<file path="src/rtl/fill_batch_sequencer.sv">
// Batch supervisor for the bottle filler: issues one startfill per unit, watches the
// llenando/lleno_flag handshake, counts completed units and traps timeouts/protocol errors.
// Optional build macro FILL_SEQ_PAUSE_EN adds a pause input that stretches the inter-unit gap.
module fill_batch_sequencer #(
   parameter int CNT_W      = 8,
   parameter int TIMEOUT    = 16,
   parameter int GAP_CYCLES = 2
) (
   input  logic             clk,
   input  logic             rst,
   input  logic             start,
   input  logic             abort,
   input  logic [CNT_W-1:0] batch_size,
   input  logic             lleno_flag,
   input  logic             llenando,
`ifdef FILL_SEQ_PAUSE_EN
   input  logic             pause,
`endif
   output logic             startfill,
   output logic             busy,
   output logic             batch_done,
   output logic             fault,
   output logic [CNT_W-1:0] units_done,
   output logic [2:0]       seq_state
);

   localparam logic [2:0] S_IDLE  = 3'b000;
   localparam logic [2:0] S_ISSUE = 3'b001;
   localparam logic [2:0] S_WAIT  = 3'b010;
   localparam logic [2:0] S_GAP   = 3'b011;
   localparam logic [2:0] S_DONE  = 3'b100;
   localparam logic [2:0] S_FAULT = 3'b101;

   localparam int TW = $clog2(TIMEOUT);
   localparam int GW = $clog2(GAP_CYCLES + 1);
   localparam logic [TW-1:0] TIMER_LAST = TW'(TIMEOUT - 1);
   localparam logic [GW-1:0] GAP_LOAD   = GW'(GAP_CYCLES - 1);

   logic [2:0]       r_state;
   logic [2:0]       w_next;
   logic [TW-1:0]    r_timer;
   logic [GW-1:0]    r_gap;
   logic [CNT_W-1:0] r_size;
   logic [CNT_W-1:0] r_units;
   logic             r_seen;
   logic             w_pause;
   logic             w_abortHit;
   logic             w_fillSeen;
   logic             w_unitOk;
   logic [CNT_W-1:0] w_newCount;
   logic             w_lastUnit;

`ifdef FILL_SEQ_PAUSE_EN
   assign w_pause = pause;
`else
   assign w_pause = 1'b0;
`endif

   // A completion only counts if the filler was seen filling at some point in this WAIT.
   assign w_abortHit = abort && (r_state != S_IDLE);
   assign w_fillSeen = r_seen | llenando;
   assign w_unitOk   = lleno_flag & w_fillSeen;
   assign w_newCount = (r_units == r_size) ? r_units : r_units + 1'b1;
   assign w_lastUnit = (w_newCount == r_size);

   always_comb begin
      w_next = r_state;
      if (w_abortHit) begin
         w_next = S_IDLE;
      end else begin
         case (r_state)
            S_IDLE: begin
               if (start) begin
                  w_next = (batch_size == '0) ? S_DONE : S_ISSUE;
               end
            end
            S_ISSUE: w_next = S_WAIT;
            S_WAIT: begin
               if (lleno_flag) begin
                  if (!w_fillSeen) begin
                     w_next = S_FAULT;
                  end else begin
                     w_next = w_lastUnit ? S_DONE : S_GAP;
                  end
               end else if (r_timer == TIMER_LAST) begin
                  w_next = S_FAULT;
               end
            end
            S_GAP: begin
               if (!w_pause && (r_gap == '0)) begin
                  w_next = S_ISSUE;
               end
            end
            S_DONE:  w_next = S_IDLE;
            S_FAULT: w_next = S_FAULT;
            default: w_next = S_IDLE;
         endcase
      end
   end

   always_ff @(posedge clk or posedge rst) begin
      if (rst) begin
         r_state <= S_IDLE;
         r_timer <= '0;
         r_gap   <= '0;
         r_size  <= '0;
         r_units <= '0;
         r_seen  <= 1'b0;
      end else begin
         r_state <= w_next;
         if (!w_abortHit) begin
            case (r_state)
               S_IDLE: begin
                  if (start) begin
                     r_units <= '0;
                     r_size  <= batch_size;
                  end
               end
               S_ISSUE: begin
                  r_timer <= '0;
                  r_seen  <= 1'b0;
               end
               S_WAIT: begin
                  r_timer <= r_timer + 1'b1;
                  if (llenando) begin
                     r_seen <= 1'b1;
                  end
                  if (w_unitOk) begin
                     r_units <= w_newCount;
                     r_gap   <= GAP_LOAD;
                  end
               end
               S_GAP: begin
                  if (!w_pause && (r_gap != '0)) begin
                     r_gap <= r_gap - 1'b1;
                  end
               end
               default: ;
            endcase
         end
      end
   end

   assign startfill  = (r_state == S_ISSUE);
   assign busy       = (r_state != S_IDLE) && (r_state != S_FAULT);
   assign batch_done = (r_state == S_DONE);
   assign fault      = (r_state == S_FAULT);
   assign units_done = r_units;
   assign seq_state  = r_state;

endmodule

</file>
<file path="config.mk">
export PLATFORM = sky130hd
export DESIGN_NAME = fill_batch_sequencer
export DESIGN_NICKNAME = d
export VERILOG_FILES = /design/src/rtl/fill_batch_sequencer.sv
export SDC_FILE = /design/constraint.sdc
export NUM_CORES = 1
export LEC_CHECK = 0
export CAP_MARGIN = 15
export CORE_UTILIZATION = 44
export DETAILED_ROUTE_END_ITERATION = 6
export PLACE_DENSITY = 0.64
export SLEW_MARGIN = 0
export SYNTH_ARGS = -nofsm -noshare
export SYNTH_HDL_FRONTEND = slang
export SYNTH_SLANG_ARGS = --single-unit
</file>
<file path="constraint.sdc">
create_clock -name clk -period 2.2 [get_ports clk]
set_clock_uncertainty 0.1 [all_clocks]
set_input_delay 0.44 -clock clk [delete_from_list [all_inputs] [get_ports clk]]
set_output_delay 0.44 -clock clk [all_outputs]
set_load 0.03 [all_outputs]
</file>
==> results of run 1 <==
-- stage by stage --
stage	util	TNS [ns]
3_5_place_dp	0.597	-0.0847
2_1_floorplan	-	0
5_1_grt	0.631	-0.0430
3_3_place_gp	0.597	-0.0415
4_1_cts	0.615	0
6_report	0.631	0
-- repair_timing --
item | in CTS | in global routing
pin swaps | 0 | 2
gates resized for setup | 3 | 10
hold buffers | 0 | 0
hold endpoints to repair | 0 | 0
setup endpoints to repair | 3 | 11
buffers inserted | 0 | 1
-- logic make-up after synthesis --
group / after synthesis / share of synthesized area
XOR/XNOR: 11 / 0.0629
buffers and inverters: 20 / 0.0594
AO/OA/AOI/OAI: 65 / 0.235
flip-flops: 26 / 0.367
multiplexers: 10 / 0.0629
AND/OR/NAND/NOR: 61 / 0.192
adder cells (fa/ha/maj): 3 / 0.0212
-- cells in the final DEF (no fill, tap or decap), types with 2 or more instances in the layout --
master           instances
dlygate4sd2_1            2
a22oi_1                  4
nor4_1                   2
mux2_2                   9
dfrtp_2                  2
a21oi_1                 12
a31oi_1                  3
o31ai_1                  5
ha_1                     2
o21a_1                   3
nor2_1                   9
xnor2_1                  4
inv_1                    9
a21o_1                   2
nand4_1                  3
xor2_1                   2
nand2_1                 20
nand3_1                  5
a41oi_1                  2
xnor2_2                  4
o31a_2                   2
or4_1                    3
nand2b_1                 6
clkbuf_8                 3
dfrtp_1                 24
buf_4                   31
o21ai_0                 23
clkdlybuf4s50_1         23
-- registers in the layout, summed over array words and instances, names as in the netlist --
signal / flops
r_gap: 2
r_seen: 1
r_size: 8
r_timer: 4
seq_state: 3
units_done: 8
-- where the power goes --
group / internal (uW) / switching, uW / total, uW / leakage [uW]
combinational: 707 / 780 / 1490 / 0.000661
sequential: 651 / 215 / 866 / 0.000326
clock: 244 / 175 / 419 / 0.0000357
-- final cells by class --
cell class | instances | area [um2] | area share
Timing Repair Buffer | 57 | 493 | 0.207
Tap cell | 48 | 60.1 | 0.0252
Sequential cell | 26 | 653 | 0.275
Multi-Input combinational cell | 150 | 1070 | 0.449
Inverter | 9 | 33.8 | 0.0142
Clock inverter | 1 | 30.0 | 0.0126
Clock buffer | 3 | 41.3 | 0.0174
-- worst register-to-register path: stages (launching register included) --
cell and delay (ns):
dfrtp_1 0.40, ha_2 0.23, nand3_1 0.15, o32ai_2 0.25, nor4_1 0.07, a41oi_1 0.25
nor4b_2 0.07, buf_4 0.15, o311a_1 0.32
-- cell usage after synthesis (all sizes together), types with 4 or more instances --
library cell and count:
nor2 10, clkbuf 7, nand3 5, a21oi 12, nand2 20, mux2 9, nand2b 6, o21ai 23
a22oi 4, o31ai 5, buf 4, xnor2 8, dfrtp 26, inv 9
-- per-layer routing --
metal  part of all wire  vias up  wire length (um)  track usage
met5                  0        -                 0            0
met4              0.012        0                56       0.0734
met3              0.049        5               221       0.0278
met2               0.45       55              2060        0.357
met1               0.49      813              2210        0.336
li1                   -      822                 -            -
-- path summary, 6_finish.rpt --
path | from | end | slack, ns | cells after the start
worst max-delay path | units_done[0] | seq_state[2] | 0.1 | 8
max in group asynchronous | rst | units_done[3] | 1.31 | 3
worst max register to register | units_done[0] | seq_state[2] | 0.1 | 8
worst min-delay path | rst | r_timer[0] | 0.40 | 3
min in group clk | r_gap[1] | r_gap[1] | 0.44 | 1
worst min register to register | r_gap[1] | r_gap[1] | 0.44 | 1
==> results.yml, run 1 <==
status:
  outcome: "finished, final reports clean"
worst_setup_path:
  max_stage_delay_ns: 0.40
  crit_path_end_kind: "flop"
  crit_type: "reg -> reg"
  cp_num_buf_inv: 1
  crit_family: "compound AO/OA/AOI/OAI gates"
  crit_arrival_ns: 2.19
  crit_fanout: 4
  crit_slowest_cell: "dfrtp_1"
  start_kind: "flop"
  worstPathCellList: "ha_2, nand3_1, o32ai_2, nor4_1, a41oi_1, nor4b_2, buf_4, o311a_1"
  critPathRequiredTime_ns: 2.28
clock_tree:
  path_clk_slew_ns: 0.10
  cts_buffers: 3
  cts_tree: "built"
  clk_path_buf_depth: 2
  ctsRootBufferMaster: "clkbuf_8"
  htree_levels: 1
  clock_latency_ns: 0.29
  cts.sinks: 26
timing:
  clock.fmax_mhz: 476
  setup_violations: 0
  min_period_ns: 2.10
  slew_headroom: 0.768
  fin_crit_sh: 0.956
  drv_slew: 0
  hold_violations: 0
  worst_slack_ns: 0.0975
  worst_pin_slew_ns: 0.348
  whs_ns: 0.404
pwr:
  p_total_uw: 2770
  power_density_nw_per_um2: 1170
  peakVddDrop_v: 0.000600
  power.leakage_uw: 0.00102
hold_path:
  holdCritPathClass: "in -> async"
detailed_routing:
  drt-vias-per-instance: 5.77
  drt_first_pass_iters: 5
  wire_per_inst_um: 15.4
  drt_iter0_markers: 115
  routed_wl_um: 4540
  drc: 0
  num_vias: 1695
  ant_nets: 0
final_layout:
  drive_gt1_frac: 0.260
  nNetsFinal: 264
  fillers: 308
  final_design_area_no_fill_um2: 2380
  syn2layout_area_growth_pct: 34.3
  fin_cells: 294
  diodes: 0
placed_design:
  place_congestion: 0.975
  place_area_um2: 2250
  placedCellCount: 289
  numPortBuffers: 28
  dp_hpwl_um: 3390
  dpl_worst_slack_ns: -0.0620
grt:
  grt_pass1_wl_um: 7520
  grt_max_degree: 27
  antenna_found_initial: 0
  first_global_vias: 1566
  overflow: 0
  gr-usage-all-layers: 0.232
synthesis:
  post-synth-top-area-cell: "dfrtp_1"
  avgSynthCellArea_um2: 9.03
  postSynthNetCount: 213
  ys_seq_area_frac: 0.367
  synth_edf_count: 0
  async_reset_ff_frac: 1.00
  yosysTopAreaCellShare: 0.367
  syn_area_um2: 1770
  yosysUniqueCellTypes: 49
  synth_warnings: 0
  yosys_register_bits: 26
  synthFlopType: "dfrtp_1"
  syn_inst: 196
  synthTopCellsByArea: "dfrtp_1 37%, o21ai_0 6.5%, mux2_2 5.7%"
die:
  rows: 22
  io-pin-count: 29
  die_area_um2: 4280
  die_h_um: 65.4
  initial_core_util: 0.469
  core_area_um2: 3770
  die_w_um: 65.4
job:
  cap_violations: 0
Note: power is estimated with default switching activity, not from simulation.
==> run 2: changes to the inputs <==
--- a/config.mk
+++ b/config.mk
@@ -9,6 +9,7 @@
 export CORE_UTILIZATION = 44
 export DETAILED_ROUTE_END_ITERATION = 6
 export PLACE_DENSITY = 0.64
+export SKIP_LAST_GASP = 1
 export SLEW_MARGIN = 0
 export SYNTH_ARGS = -nofsm -noshare
 export SYNTH_HDL_FRONTEND = slang
==> results of run 2 <==
The final DEF is identical to that of run 1; final timing and power are the same.
==> run 3: changes to the inputs <==
--- a/config.mk
+++ b/config.mk
@@ -6,9 +6,10 @@
 export NUM_CORES = 1
 export LEC_CHECK = 0
 export CAP_MARGIN = 15
-export CORE_UTILIZATION = 44
+export CORE_UTILIZATION = 40
+export CTS_CLUSTER_SIZE = 24
 export DETAILED_ROUTE_END_ITERATION = 6
-export PLACE_DENSITY = 0.64
+export PLACE_DENSITY = 0.59
 export SKIP_LAST_GASP = 1
 export SLEW_MARGIN = 0
 export SYNTH_ARGS = -nofsm -noshare
==> run 3 against run 2 <==
Core utilization fell by 6.6 points; routed wire length fell by 0.20%; sequential power fell by 2.4%; global-route usage fell by 1.7 points; total power fell by 5.0%; largest power group unchanged; critical endpoint is now units_done[2]; clock-buffer cell count rose by 1; design area fell by 2.3%; final cell count rose by 0.34%.
==> results.yml, run 3 (synthesized netlist as in run 1, its figures left out) <==
status:
  outcome: "finished, final reports clean"
worst_setup_path:
  crit-reg2reg-launch: "units_done[3]"
  crit_path_end_kind: "primary output"
  max_stage_delay_ns: 0.66
  start_kind: "flop"
  reg2reg_depth: 7
  crit_type: "reg -> out"
  crit_family: "buffers and inverters"
  cp_num_buf_inv: 2
  crit_slowest_cell: "clkdlybuf4s50_1"
  worstReg2RegEnd: "seq_state[2]"
  crit_arrival_ns: 1.59
  r2r_slack_ns: 0.12
  worstPathCellList: "buf_4, clkdlybuf4s50_1"
  critPathRequiredTime_ns: 1.66
  crit_fanout: 7
grt:
  grt_max_degree: 27
  first_global_vias: 1606
  antenna_found_initial: 0
  grt_pass1_wl_um: 7440
  grt_use_met3: 0.0313
  overflow: 0
  met1_usage: 0.287
  gr-usage-all-layers: 0.215
  grt-busiest-layer: "met2"
  met2_usage: 0.360
detailed_routing:
  num_vias: 1684
  ant_nets: 0
  drc: 0
  drt-vias-per-instance: 5.71
  drt_first_pass_iters: 4
  wire_per_inst_um: 15.4
  drt_iter0_markers: 114
  routed_wl_um: 4530
clock_tree:
  path_clk_slew_ns: 0.10
  ctsRootBufferMaster: "clkbuf_8"
  cts_tree: "built"
  cts.sinks: 26
  ctsHoldBuffers: 0
  cts_buffers: 3
  htree_levels: 1
  clock_latency_ns: 0.28
  clk_path_buf_depth: 2
pwr:
  power_frac_clock: 0.122
  power.leakage_uw: 0.00104
  internal_power_uw: 1500
  peakVddDrop_v: 0.000661
  p_seq_frac: 0.321
  pwr-share-comb: 0.558
  power_density_nw_per_um2: 1130
  swShare: 0.431
  p_switching_uw: 1130
  p_total_uw: 2640
hold_path:
  holdCritPathClass: "in -> async"
timing:
  worst_slack_ns: 0.0730
  whs_ns: 0.414
  hold_violations: 0
  fin_crit_sh: 0.967
  drv_slew: 0
  setup_violations: 0
  clock.fmax_mhz: 470
  min_period_ns: 2.13
  slew_headroom: 0.781
  rsz0062_at_grt: "true"
  worst_pin_slew_ns: 0.326
job:
  cap_violations: 0
placed_design:
  place_area_um2: 2250
  numPortBuffers: 28
  dp_hpwl_um: 3530
  dpl_worst_slack_ns: -0.0313
  place_congestion: 0.880
final_layout:
  fillers: 370
  syn2layout_area_growth_pct: 31.2
  drive_gt1_frac: 0.233
  final_cell_mix: "30 x buf_4, 25 x dfrtp_1, 23 x o21ai_0"
  diodes: 0
  final_design_area_no_fill_um2: 2320
  nNetsFinal: 263
  mostFrequentLayoutCell: "buf_4"
die:
  initial_core_util: 0.430
  rows: 23
  core_area_um2: 4120
  die_area_um2: 4700
  die_w_um: 68.5
  io-pin-count: 29
  die_h_um: 68.5
-- run 3: worst max-delay path by stage --
stage                              from            end  depth (start not counted)
final                     units_done[2]  units_done[2]                          2
after global routing      units_done[3]   seq_state[2]                          7
after CTS                  seq_state[1]          fault                          3
after detailed placement  batch_size[3]   seq_state[2]                          7
after global placement    batch_size[3]   seq_state[0]                          7
after floorplan           units_done[1]   seq_state[2]                          8
-- run 3: through the flow --
| stage | std cells | util | setup TNS (ns) |
|---|---|---|---|
| after floorplan | 196 | - | 0 |
| after global placement | 291 | 0.547 | -0.00400 |
| after detailed placement | 291 | 0.547 | -0.0646 |
| after CTS | 295 | 0.561 | 0 |
| after global routing | 295 | 0.565 | -0.0180 |
| final | 295 | 0.565 | 0 |
-- run 3: layout make-up --
cell class / instances / area [um2] / share of cell area
clock buffer: 4 / 55.1 / 0.0237
inverter: 9 / 33.8 / 0.0145
multi-input combinational: 150 / 1030 / 0.443
sequential: 26 / 652 / 0.281
tap: 50 / 62.6 / 0.0269
timing repair buffer: 56 / 490 / 0.211
-- run 3: timing repair --
item | CTS | global route
gates resized for setup | 3 | 5
setup buffers | 0 | 0
pin swaps | 0 | 0
endpoints found under the setup margin | 3 | 6
-- run 3: worst register-to-register path, delay by kind of cell (launching register included) --
kind,cells,cell delay (ns)
buffers and inverters,1,0.15
and+or+nand+nor,3,0.47
AOI/OAI and AO/OA,2,0.59
xor gates and xnor gates,1,0.16
DFF,1,0.50
-- run 3: layer usage --
metal,up-vias,wire [um]
li1,822,-
met1,798,2100
met2,60,2140
met3,4,253
met4,0,37
met5,-,0
-- run 3: power by group through the flow --
stage	combinational [uW]	clock [uW]	sequential [uW]
4_1_cts	1470	332	840
2_1_floorplan	1000	0	860
5_1_grt	1620	341	877
3_5_place_dp	1470	0	851
3_3_place_gp	1420	0	841
6_report	1470	321	845
